[src/rtl/uart_pkg.sv]
// Shared definitions for the UART transmitter and receiver:
// FSM states, data-width codes and the parity helper.
package uart_pkg;

    typedef enum logic [2:0] {
        S_IDLE,
        S_START,
        S_DATA,
        S_PARITY,
        S_STOP1,
        S_STOP2,
        S_BREAK
    } tx_state_e;

    localparam logic [1:0] DBITS_5 = 2'b00;
    localparam logic [1:0] DBITS_6 = 2'b01;
    localparam logic [1:0] DBITS_7 = 2'b10;
    localparam logic [1:0] DBITS_8 = 2'b11;

    localparam int MIN_DIV = 2;

    function automatic logic parity_bit(
        input logic [7:0] data,
        input logic [1:0] width,
        input logic       odd
    );
        logic [7:0] mask;
        mask = 8'hFF >> (2'd3 - width);
        return (^(data & mask)) ^ odd;
    endfunction

endpackage

[src/rtl/sync_fifo.sv]
// Synchronous FIFO with first-word fall-through read port.
// Writes when full are dropped; occupancy exposed as count_o.
module sync_fifo #(
    parameter int WIDTH = 8,
    parameter int DEPTH = 16
) (
    input  logic                         clk_i,
    input  logic                         rst_i,
    input  logic                         wr_en_i,
    input  logic [WIDTH-1:0]             wr_data_i,
    input  logic                         rd_en_i,
    output logic [WIDTH-1:0]             rd_data_o,
    output logic                         full_o,
    output logic                         empty_o,
    output logic [$clog2(DEPTH+1)-1:0]   count_o
);

    localparam int AW = $clog2(DEPTH);
    localparam int CW = $clog2(DEPTH + 1);

    logic [WIDTH-1:0] mem_q [DEPTH];
    logic [AW-1:0]    wr_ptr_q, wr_ptr_d, rd_ptr_q, rd_ptr_d;
    logic [CW-1:0]    count_q, count_d;
    logic             push, pop;

    assign full_o    = (count_q == CW'(DEPTH));
    assign empty_o   = (count_q == '0);
    assign count_o   = count_q;
    assign rd_data_o = mem_q[rd_ptr_q];
    assign push      = wr_en_i & ~full_o;
    assign pop       = rd_en_i & ~empty_o;

    always_comb begin
        wr_ptr_d = push ? wr_ptr_q + AW'(1) : wr_ptr_q;
        rd_ptr_d = pop ? rd_ptr_q + AW'(1) : rd_ptr_q;
        count_d  = count_q;
        unique case ({push, pop})
            2'b10:   count_d = count_q + CW'(1);
            2'b01:   count_d = count_q - CW'(1);
            default: count_d = count_q;
        endcase
    end

    always_ff @(posedge clk_i or posedge rst_i) begin
        if (rst_i) begin
            wr_ptr_q <= '0;
            rd_ptr_q <= '0;
            count_q  <= '0;
        end else begin
            wr_ptr_q <= wr_ptr_d;
            rd_ptr_q <= rd_ptr_d;
            count_q  <= count_d;
        end
    end

    // Storage needs no reset: only entries below count are ever read.
    always_ff @(posedge clk_i) begin
        if (push) begin
            mem_q[wr_ptr_q] <= wr_data_i;
        end
    end

endmodule

[src/rtl/uart_frame_tx.sv]
// UART transmitter: FIFO-fed frame serialiser with runtime frame
// format, baud divisor and line-break generation.
module uart_frame_tx
    import uart_pkg::*;
#(
    parameter int FIFO_DEPTH = 16,
    parameter int DIV_W      = 16,
    parameter int CNT_W      = $clog2(FIFO_DEPTH + 1)
) (
    input  logic             clk,
    input  logic             reset,
    input  logic             wr_en,
    input  logic [7:0]       wr_data,
    input  logic [1:0]       data_bits,
    input  logic             parity_en,
    input  logic             odd_n_even,
    input  logic             two_stop,
    input  logic [DIV_W-1:0] baud_div,
    input  logic             break_req,
    output logic             tx,
    output logic             busy,
    output logic             tx_done,
    output logic             fifo_full,
    output logic             fifo_empty,
    output logic [CNT_W-1:0] fifo_count,
    output logic             ovf
);

    tx_state_e        state_q, state_d;
    logic [DIV_W-1:0] cnt_q, cnt_d, div_q, div_d, reload;
    logic [7:0]       shift_q, shift_d, fifo_rdata;
    logic [2:0]       bit_q, bit_d;
    logic [1:0]       dbits_q, dbits_d;
    logic             par_en_q, par_en_d, par_q, par_d;
    logic             two_q, two_d, brk_q, brk_d;
    logic             tx_q, tx_d, done_q, done_d, ovf_q;
    logic             pop, bit_end, last_bit;

    sync_fifo #(
        .WIDTH (8),
        .DEPTH (FIFO_DEPTH)
    ) u_fifo (
        .clk_i     (clk),
        .rst_i     (reset),
        .wr_en_i   (wr_en),
        .wr_data_i (wr_data),
        .rd_en_i   (pop),
        .rd_data_o (fifo_rdata),
        .full_o    (fifo_full),
        .empty_o   (fifo_empty),
        .count_o   (fifo_count)
    );

    assign reload = (baud_div < DIV_W'(MIN_DIV))
                  ? DIV_W'(MIN_DIV - 1)
                  : baud_div - DIV_W'(1);

    assign bit_end  = (cnt_q == '0);
    assign last_bit = (bit_q == 3'd4 + {1'b0, dbits_q});

    always_comb begin
        state_d  = state_q;
        cnt_d    = bit_end ? div_q : cnt_q - DIV_W'(1);
        div_d    = div_q;
        shift_d  = shift_q;
        bit_d    = bit_q;
        dbits_d  = dbits_q;
        par_en_d = par_en_q;
        par_d    = par_q;
        two_d    = two_q;
        brk_d    = brk_q;
        done_d   = 1'b0;
        pop      = 1'b0;
        tx_d     = 1'b1;

        unique case (state_q)
            S_IDLE: begin
                cnt_d = cnt_q;
                if (break_req) begin
                    state_d = S_BREAK;
                    cnt_d   = reload;
                    div_d   = reload;
                    brk_d   = 1'b1;
                end else if (!fifo_empty) begin
                    pop      = 1'b1;
                    state_d  = S_START;
                    cnt_d    = reload;
                    div_d    = reload;
                    shift_d  = fifo_rdata;
                    dbits_d  = data_bits;
                    par_en_d = parity_en;
                    par_d    = parity_bit(fifo_rdata, data_bits, odd_n_even);
                    two_d    = two_stop;
                    brk_d    = 1'b0;
                end
            end
            S_START: begin
                if (bit_end) begin
                    state_d = S_DATA;
                    bit_d   = '0;
                end
            end
            S_DATA: begin
                if (bit_end) begin
                    if (last_bit) begin
                        state_d = par_en_q ? S_PARITY : S_STOP1;
                    end else begin
                        shift_d = shift_q >> 1;
                        bit_d   = bit_q + 3'd1;
                    end
                end
            end
            S_PARITY: begin
                if (bit_end) begin
                    state_d = S_STOP1;
                end
            end
            S_STOP1: begin
                if (bit_end) begin
                    if (two_q && !brk_q) begin
                        state_d = S_STOP2;
                    end else begin
                        state_d = S_IDLE;
                        done_d  = !brk_q;
                    end
                end
            end
            S_STOP2: begin
                if (bit_end) begin
                    state_d = S_IDLE;
                    done_d  = 1'b1;
                end
            end
            S_BREAK: begin
                // Timer parks at zero once the minimum bit time has elapsed.
                if (bit_end) begin
                    cnt_d = cnt_q;
                    if (!break_req) begin
                        state_d = S_STOP1;
                        cnt_d   = div_q;
                    end
                end
            end
            default: state_d = S_IDLE;
        endcase

        // Line level is registered from the state being entered.
        case (state_d)
            S_START:  tx_d = 1'b0;
            S_DATA:   tx_d = shift_d[0];
            S_PARITY: tx_d = par_d;
            S_BREAK:  tx_d = 1'b0;
            default:  tx_d = 1'b1;
        endcase
    end

    always_ff @(posedge clk or posedge reset) begin
        if (reset) begin
            state_q  <= S_IDLE;
            cnt_q    <= '0;
            div_q    <= '0;
            shift_q  <= '0;
            bit_q    <= '0;
            dbits_q  <= '0;
            par_en_q <= 1'b0;
            par_q    <= 1'b0;
            two_q    <= 1'b0;
            brk_q    <= 1'b0;
            tx_q     <= 1'b1;
            done_q   <= 1'b0;
            ovf_q    <= 1'b0;
        end else begin
            state_q  <= state_d;
            cnt_q    <= cnt_d;
            div_q    <= div_d;
            shift_q  <= shift_d;
            bit_q    <= bit_d;
            dbits_q  <= dbits_d;
            par_en_q <= par_en_d;
            par_q    <= par_d;
            two_q    <= two_d;
            brk_q    <= brk_d;
            tx_q     <= tx_d;
            done_q   <= done_d;
            ovf_q    <= wr_en & fifo_full;
        end
    end

    assign tx      = tx_q;
    assign busy    = (state_q != S_IDLE);
    assign tx_done = done_q;
    assign ovf     = ovf_q;

endmodule

[config.mk]
export PLATFORM = sky130hd
export DESIGN_NAME = uart_frame_tx
export DESIGN_NICKNAME = d
export VERILOG_FILES = /design/src/rtl/uart_pkg.sv /design/src/rtl/sync_fifo.sv /design/src/rtl/uart_frame_tx.sv
export SDC_FILE = /design/constraint.sdc
export NUM_CORES = 1
export LEC_CHECK = 0
export BUFFER_PORTS_ARGS = -buffer_cell sky130_fd_sc_hd__buf_2
export CAP_MARGIN = 10
export CORE_MARGIN = 3
export CORE_UTILIZATION = 50
export CTS_BUF_LIST = sky130_fd_sc_hd__clkbuf_2
export DETAILED_ROUTE_END_ITERATION = 10
export PLACE_DENSITY = 0.67
export SYNTH_ARGS = -nofsm -noshare
export SYNTH_HDL_FRONTEND = slang
export SYNTH_SLANG_ARGS = --single-unit
[constraint.sdc]
create_clock -name clk -period 6.44 [get_ports clk]
set_clock_uncertainty 0.15 [all_clocks]
set_input_delay 0.322 -clock clk [delete_from_list [all_inputs] [get_ports clk]]
set_output_delay 0.322 -clock clk [all_outputs]
set_load 0.01 [all_outputs]
-- Word level (Yosys, flattened, before mapping)
Memories as Yosys holds them, arrays and structs flattened.
Index checks and enable logic that the tools add are counted.
- bits in registers: 68
- memory bits (writable): 128
- bits of input ports: 33
- memories kept: 1
- memories (memory ; words ; bits a word ; read ports ; clocked after Yosys merged registers in ; wr ports ; line ; RTL):
    u_fifo.mem_q ; 16 ; 8 ; 1 ; 0 ; 1 ; sync_fifo.sv:21 ; logic [WIDTH-1:0] mem_q [DEPTH];
- $add $sub $neg: 9
- order comparisons: 1
- eq/ne operators: 22
- shifts and indexed selects: 1
- multiplexer cells: 45
- bitwise logic cells: 8
- reduce and logical (&&, ||, !) cells: 16
- operators with widths (cell ; count):
    $mux W16 ; 6
    $mux W3 ; 15
    $mux W8 ; 4
    $pmux W16 S2 ; 1
    $sub A16 B1 Y16 const B ; 2
    $pmux W3 S7 ; 1
    $logic_not A16 Y1 ; 1
    $lt A16 B2 Y1 const B ; 1
    $pmux W8 S2 ; 1
    $mux W1 ; 13
    $eq A3 B2 Y1 const B ; 4
    $eq A3 B3 Y1 const B ; 4
    $ne A2 B2 Y1 const B ; 6
    $pmux W5 S2 ; 1
    $add A4 B1 Y4 const B ; 2
    $and A8 B8 Y8 ; 1
    $reduce_xor A8 Y1 ; 1
    $shr A8 B2 Y8 const A ; 1
    $eq A3 B1 Y1 const B ; 2
    $ne A3 B3 Y1 const B ; 2
    $pmux W3 S2 ; 1
    $reduce_bool A2 Y1 ; 3
    $add A5 B1 Y5 const B ; 1
    $eq A5 B5 Y1 const B ; 1
    other kinds (22) ; 27

-- Depth between registers and ports, before layout
- depth in word-level cells: 9
- gate-level depth with buffers: 14
- mapped depth without buffers: 13

-- Modules after synthesis
Synthesis repeated with hierarchy kept, for this count alone.
- cell total of the unflattened synthesis: 716
- area total of the unflattened synthesis: 9236.4 sq um
- by module, submodules not included (module ; instances ; cells an instance ; area each (sq um) ; seq. area each (sq um)):
    sync_fifo ; 1 ; 333 ; 5796.8 ; 4169.0
    uart_frame_tx ; 1 ; 383 ; 3439.5 ; 1377.6

-- Worst setup path after synthesis
OpenSTA, ideal clock, no wires.
- kind: reg2reg
- start point: register cnt_q[0]
- end point: register bit_q[0]
- library setup time: 125 ps
- data arrival time: 2799 ps
- setup slack: 3366 ps
- cell stages (with the launch flop): 10
- buffers on the path: 2
- clock period less this slack: 3074 ps
- cell sequence: dfrtp_1 > inv_1 > ha_1 > or3b_4 > or4_4 > buf_6 > or3_4 > buf_6 > or3_4 > mux2_4
- longest elaborated chain between the ends: 3
- elaborated cells between the ends (all ways): 4
- ends and longest elaborated chain (element ; line ; RTL):
    from (decl) ; uart_frame_tx.sv:30 ; logic [DIV_W-1:0] cnt_q, cnt_d, div_q, div_d, reload;
    from (signal assigned) ; uart_frame_tx.sv:174 ; cnt_q <= cnt_d;
    $logic_not A16 Y1 * ; uart_frame_tx.sv:58 ; assign bit_end = (cnt_q == '0);
    $ne A2 B2 Y1 (no source line) ; -- ;
    $reduce_and A4 Y1 (no source line) * ; -- ;
    to (signal assigned) ; uart_frame_tx.sv:177 ; bit_q <= bit_d;
    to (decl) ; uart_frame_tx.sv:32 ; logic [2:0] bit_q, bit_d;
Every way passes the cells marked *; elsewhere a longest branch is shown, timed or not.
A chain may end at the register's enable or synchronous reset.

-- Worst setup path after layout
- start point: register u_fifo.count_q[0] (netlist: u_fifo.count_o[0])
- end point: register u_fifo.count_q[4] (netlist: u_fifo.count_o[4])
- longest elaborated chain between the ends: 7
- elaborated cells between the ends (all ways): 15
- ends and longest elaborated chain (element ; line ; RTL):
    from (decl) ; sync_fifo.sv:23 ; logic [CW-1:0] count_q, count_d;
    from (signal assigned) ; sync_fifo.sv:52 ; count_q <= count_d;
    $logic_not A5 Y1 ; sync_fifo.sv:27 ; assign empty_o = (count_q == '0);
    $mux W1 ; uart_frame_tx.sv:84 ; end else if (!fifo_empty) begin
    $mux W1 ; uart_frame_tx.sv:79 ; if (break_req) begin
    $mux W1 ; uart_frame_tx.sv:76 ; unique case (state_q)
    $and A1 B1 Y1 ; sync_fifo.sv:31 ; assign pop = rd_en_i & ~empty_o;
    $eq A2 B1 Y1 or $eq A2 B2 Y1 (tied branches) ; sync_fifo.sv:37 ; unique case ({push, pop})
    $pmux W5 S2 or $reduce_bool A2 Y1 (tied branches) ; -- ;
Parallel ways exist; a longest one is shown, timed or not.

==> out/results.tsv <==
metric	value	unit
synth_xor_area_share	3.96	%
r2r_slack	2500	ps
die_area	19600	µm²
grt_pass1_wl	31.5	mm
cts_tree	done	
worst_r2r_path_depth	11	
setup_tns	0	ps
synth_compound_area_share	10.1	%
hp-class	input pin to flop	
cts_root_buffer	clkbuf_2	
fin_crit	3940	ps
worstMarginPinSlew	1190	ps
synth.mux.area_fraction	9.04	%
synthArstFlopShare	34.7	%
routed_wl	19.9	mm
worstSetupPathType	flop to flop	
fin_area	10200	µm²
syn_inst	667	
synth_adder_area_share	1.90	%
critPathArrivalTime	4470	ps
slew_viol_final	0	
worstSetupEndpoint	u_fifo.count_o[4]$_DFFE_PP0P_	
cts.sink_count	196	
leakage	3.82	nW
grt_pass1_vias	5916	
stdcell_count	1000	
synth_edf_count	128	
setup_viol	0	
dp_cells	909	
wl_per_cell	19.9	µm
synth-seq-cells	196	
postSynthAreaPerCell	13.4	µm²
io_buffers	43	
start_kind	flop	
r2r-start	u_fifo.count_o[0]$_DFFE_PP0P_	
required	6970	ps
fp.dieH	140	µm
htreeDepth	4	
max_freq	254	MHz
clk-insertion-delay-late	760	ps
io-pin-count	44	
fillers	1398	
final_cell_mix	128 x edfxtp_1, 72 x nand2_1, 66 x dfrtp_1	
drt_iter0_markers	664	
placeableCoreArea	17400	µm²
fin_crit_sh	61.2	%
cts_resized	0	
grt_max_degree	69	
cts-buffers-inserted	17	
routabilityCongestion	0.882	
worst_ir_drop_vdd	0.220	mV
cp-end-kind	flop	
ys_types	69	
synth_fp_nets	713	
place_hpwl	12.8	mm
final_common_cell	edfxtp_1	
vias_per_cell	5.93	
yosysSeqAreaShare	61.9	%
grt_usage	20.5	%
first_pass_iters	5	
maxCapViolations	0	
timing.rr.end	u_fifo.count_o[4]$_DFFE_PP0P_	
detail_route.drc_violations	0	
total_power	3.67	mW
report.final.hold_viol_count	0	
antenna_found_initial	1	
start_util	51.5	%
cts.path.max_buffers	2	
yosys_most_used_dff	edfxtp_1	
ys_warn_count	0	
synth_top_family_by_area	simple AND/OR/NAND/NOR gates	
drive_gt1_share	17.8	%
syn-cell-area	8970	µm²
rows	48	
fin_nets	807	
ant_nets	0	
overflow	0	
placed_area	9380	µm²
power_density	359	nW/µm²
die_w	140	µm
outcome	finished, final reports clean	
slew_headroom	20.0	%
synthSimpleGateAreaFrac	10.4	%
startpoint	u_fifo.count_o[0]$_DFFE_PP0P_	
vias	5930	
crit_fanout	17	
rsz0062_at_grt	false	
clk_pin_slew_worst_paths	320	ps
synthToLayoutAreaGrowth	14.1	%
critical path: stages, from the launching register on:
cell and delay [ps]:
dfrtp_1 500, nor4_1 490, nand2b_1 270, nand3_1 390, clkinv_1 500, ha_1 440, ha_1 340, a21o_1 200
a21oi_1 180, xnor2_1 80, nor2_1 160, xor2_1 180
registers in the layout, summed over array words and instances, names as in the netlist, 2 cells and up:
name and flops:
u_fifo.mem_q 128, cnt_q 16, div_q 16, shift_q 8, u_fifo.count_o 5, u_fifo.rd_ptr_q 4
u_fifo.wr_ptr_q 4, bit_q 3, state_q 3, dbits_q 2
cell type report:
class / instances / area (µm²) / area share (%)
clock inverter: 15 / 179 / 1.75
antenna: 1 / 2.50 / 0.0245
tap: 225 / 282 / 2.75
clock buffer: 17 / 85.1 / 0.832
sequential: 196 / 5550 / 54.2
timing repair buffer: 111 / 871 / 8.51
inverter: 22 / 82.6 / 0.807
multi-input combinational: 413 / 3180 / 31.1
report_power, final:
part / total, mW / leakage [nW] / switching [mW] / internal (mW)
clock network: 0.634 / 0.154 / 0.466 / 0.168
logic: 1.20 / 1.68 / 0.578 / 0.618
registers: 1.84 / 1.99 / 0.235 / 1.61
stage by stage:
step | hold WS (ps) | setup WS, ps | utilization, %
floorplan | 271 | 3370 | -
global placement | 312 | 2760 | 53.9
global route | 62.1 | 2160 | 58.7
CTS | 65.1 | 2480 | 58.7
finish | 131 | 2500 | 58.7
detailed placement | 318 | 2520 | 53.9
cells by family (layout without fill, tap and decap cells):
logic type | after synthesis | in the layout
multiplexers | 39 | 39
buffers and inverters | 58 | 165
XOR/XNOR | 39 | 39
other | 0 | 1
adder cells (fa/ha/maj) | 13 | 13
flip-flops | 196 | 196
AND/OR/NAND/NOR | 188 | 188
AO/OA/AOI/OAI | 134 | 134
synth_stat cells, types with 12 or more instances:
cell type / count / share of area [%]
mux4_2: 33 / 8.3
clkbuf_1: 25 / 1.0
edfxtp_1: 128 / 43
xor2_1: 15 / 1.5
a22oi_1: 16 / 1.3
o31ai_1: 13 / 1.1
nor2_1: 39 / 1.6
ha_1: 12 / 1.7
inv_1: 20 / 0.84
nand2_1: 72 / 3.0
xnor2_1: 23 / 2.2
a21oi_1: 23 / 1.3
dfrtp_1: 67 / 19
o21ai_0: 27 / 1.5
nor3_1: 20 / 1.1
what timing repair did:
item                                    in CTS  in global routing
setup buffers                                0                  0
hold endpoints to repair                   240                  0
endpoints found under the setup margin       0                  0
hold buffers                                58                  0
routing by layer:
| layer | vias to the layer above | wire (µm) | track usage [%] |
|---|---|---|---|
| met4 | 0 | 344 | 5.86 |
| met2 | 178 | 9630 | 32.1 |
| met3 | 30 | 975 | 3.72 |
| met1 | 3008 | 8930 | 30.0 |
| li1 | 2714 | - | - |
| met5 | - | 0 | 0 |
how the worst min path moves through the flow:
stage                      startpoint                            to  slack, ps  depth (start not counted)
4_1_cts                      two_stop             two_q$_DFFE_PP0N_         70                          4
3_5_place_dp     div_q[0]$_DFFE_PP0P_          div_q[0]$_DFFE_PP0P_        320                          1
6_report                     two_stop             two_q$_DFFE_PP0N_        130                          4
2_1_floorplan              wr_data[0]  u_fifo.mem_q[0][0]$_DFFE_PP_        270                          0
3_3_place_gp   shift_q[6]$_DFFE_PP0P_        shift_q[6]$_DFFE_PP0P_        310                          2
5_1_grt                      two_stop             two_q$_DFFE_PP0N_         60                          4
No activity file was read; power rests on OpenSTA's default activity.
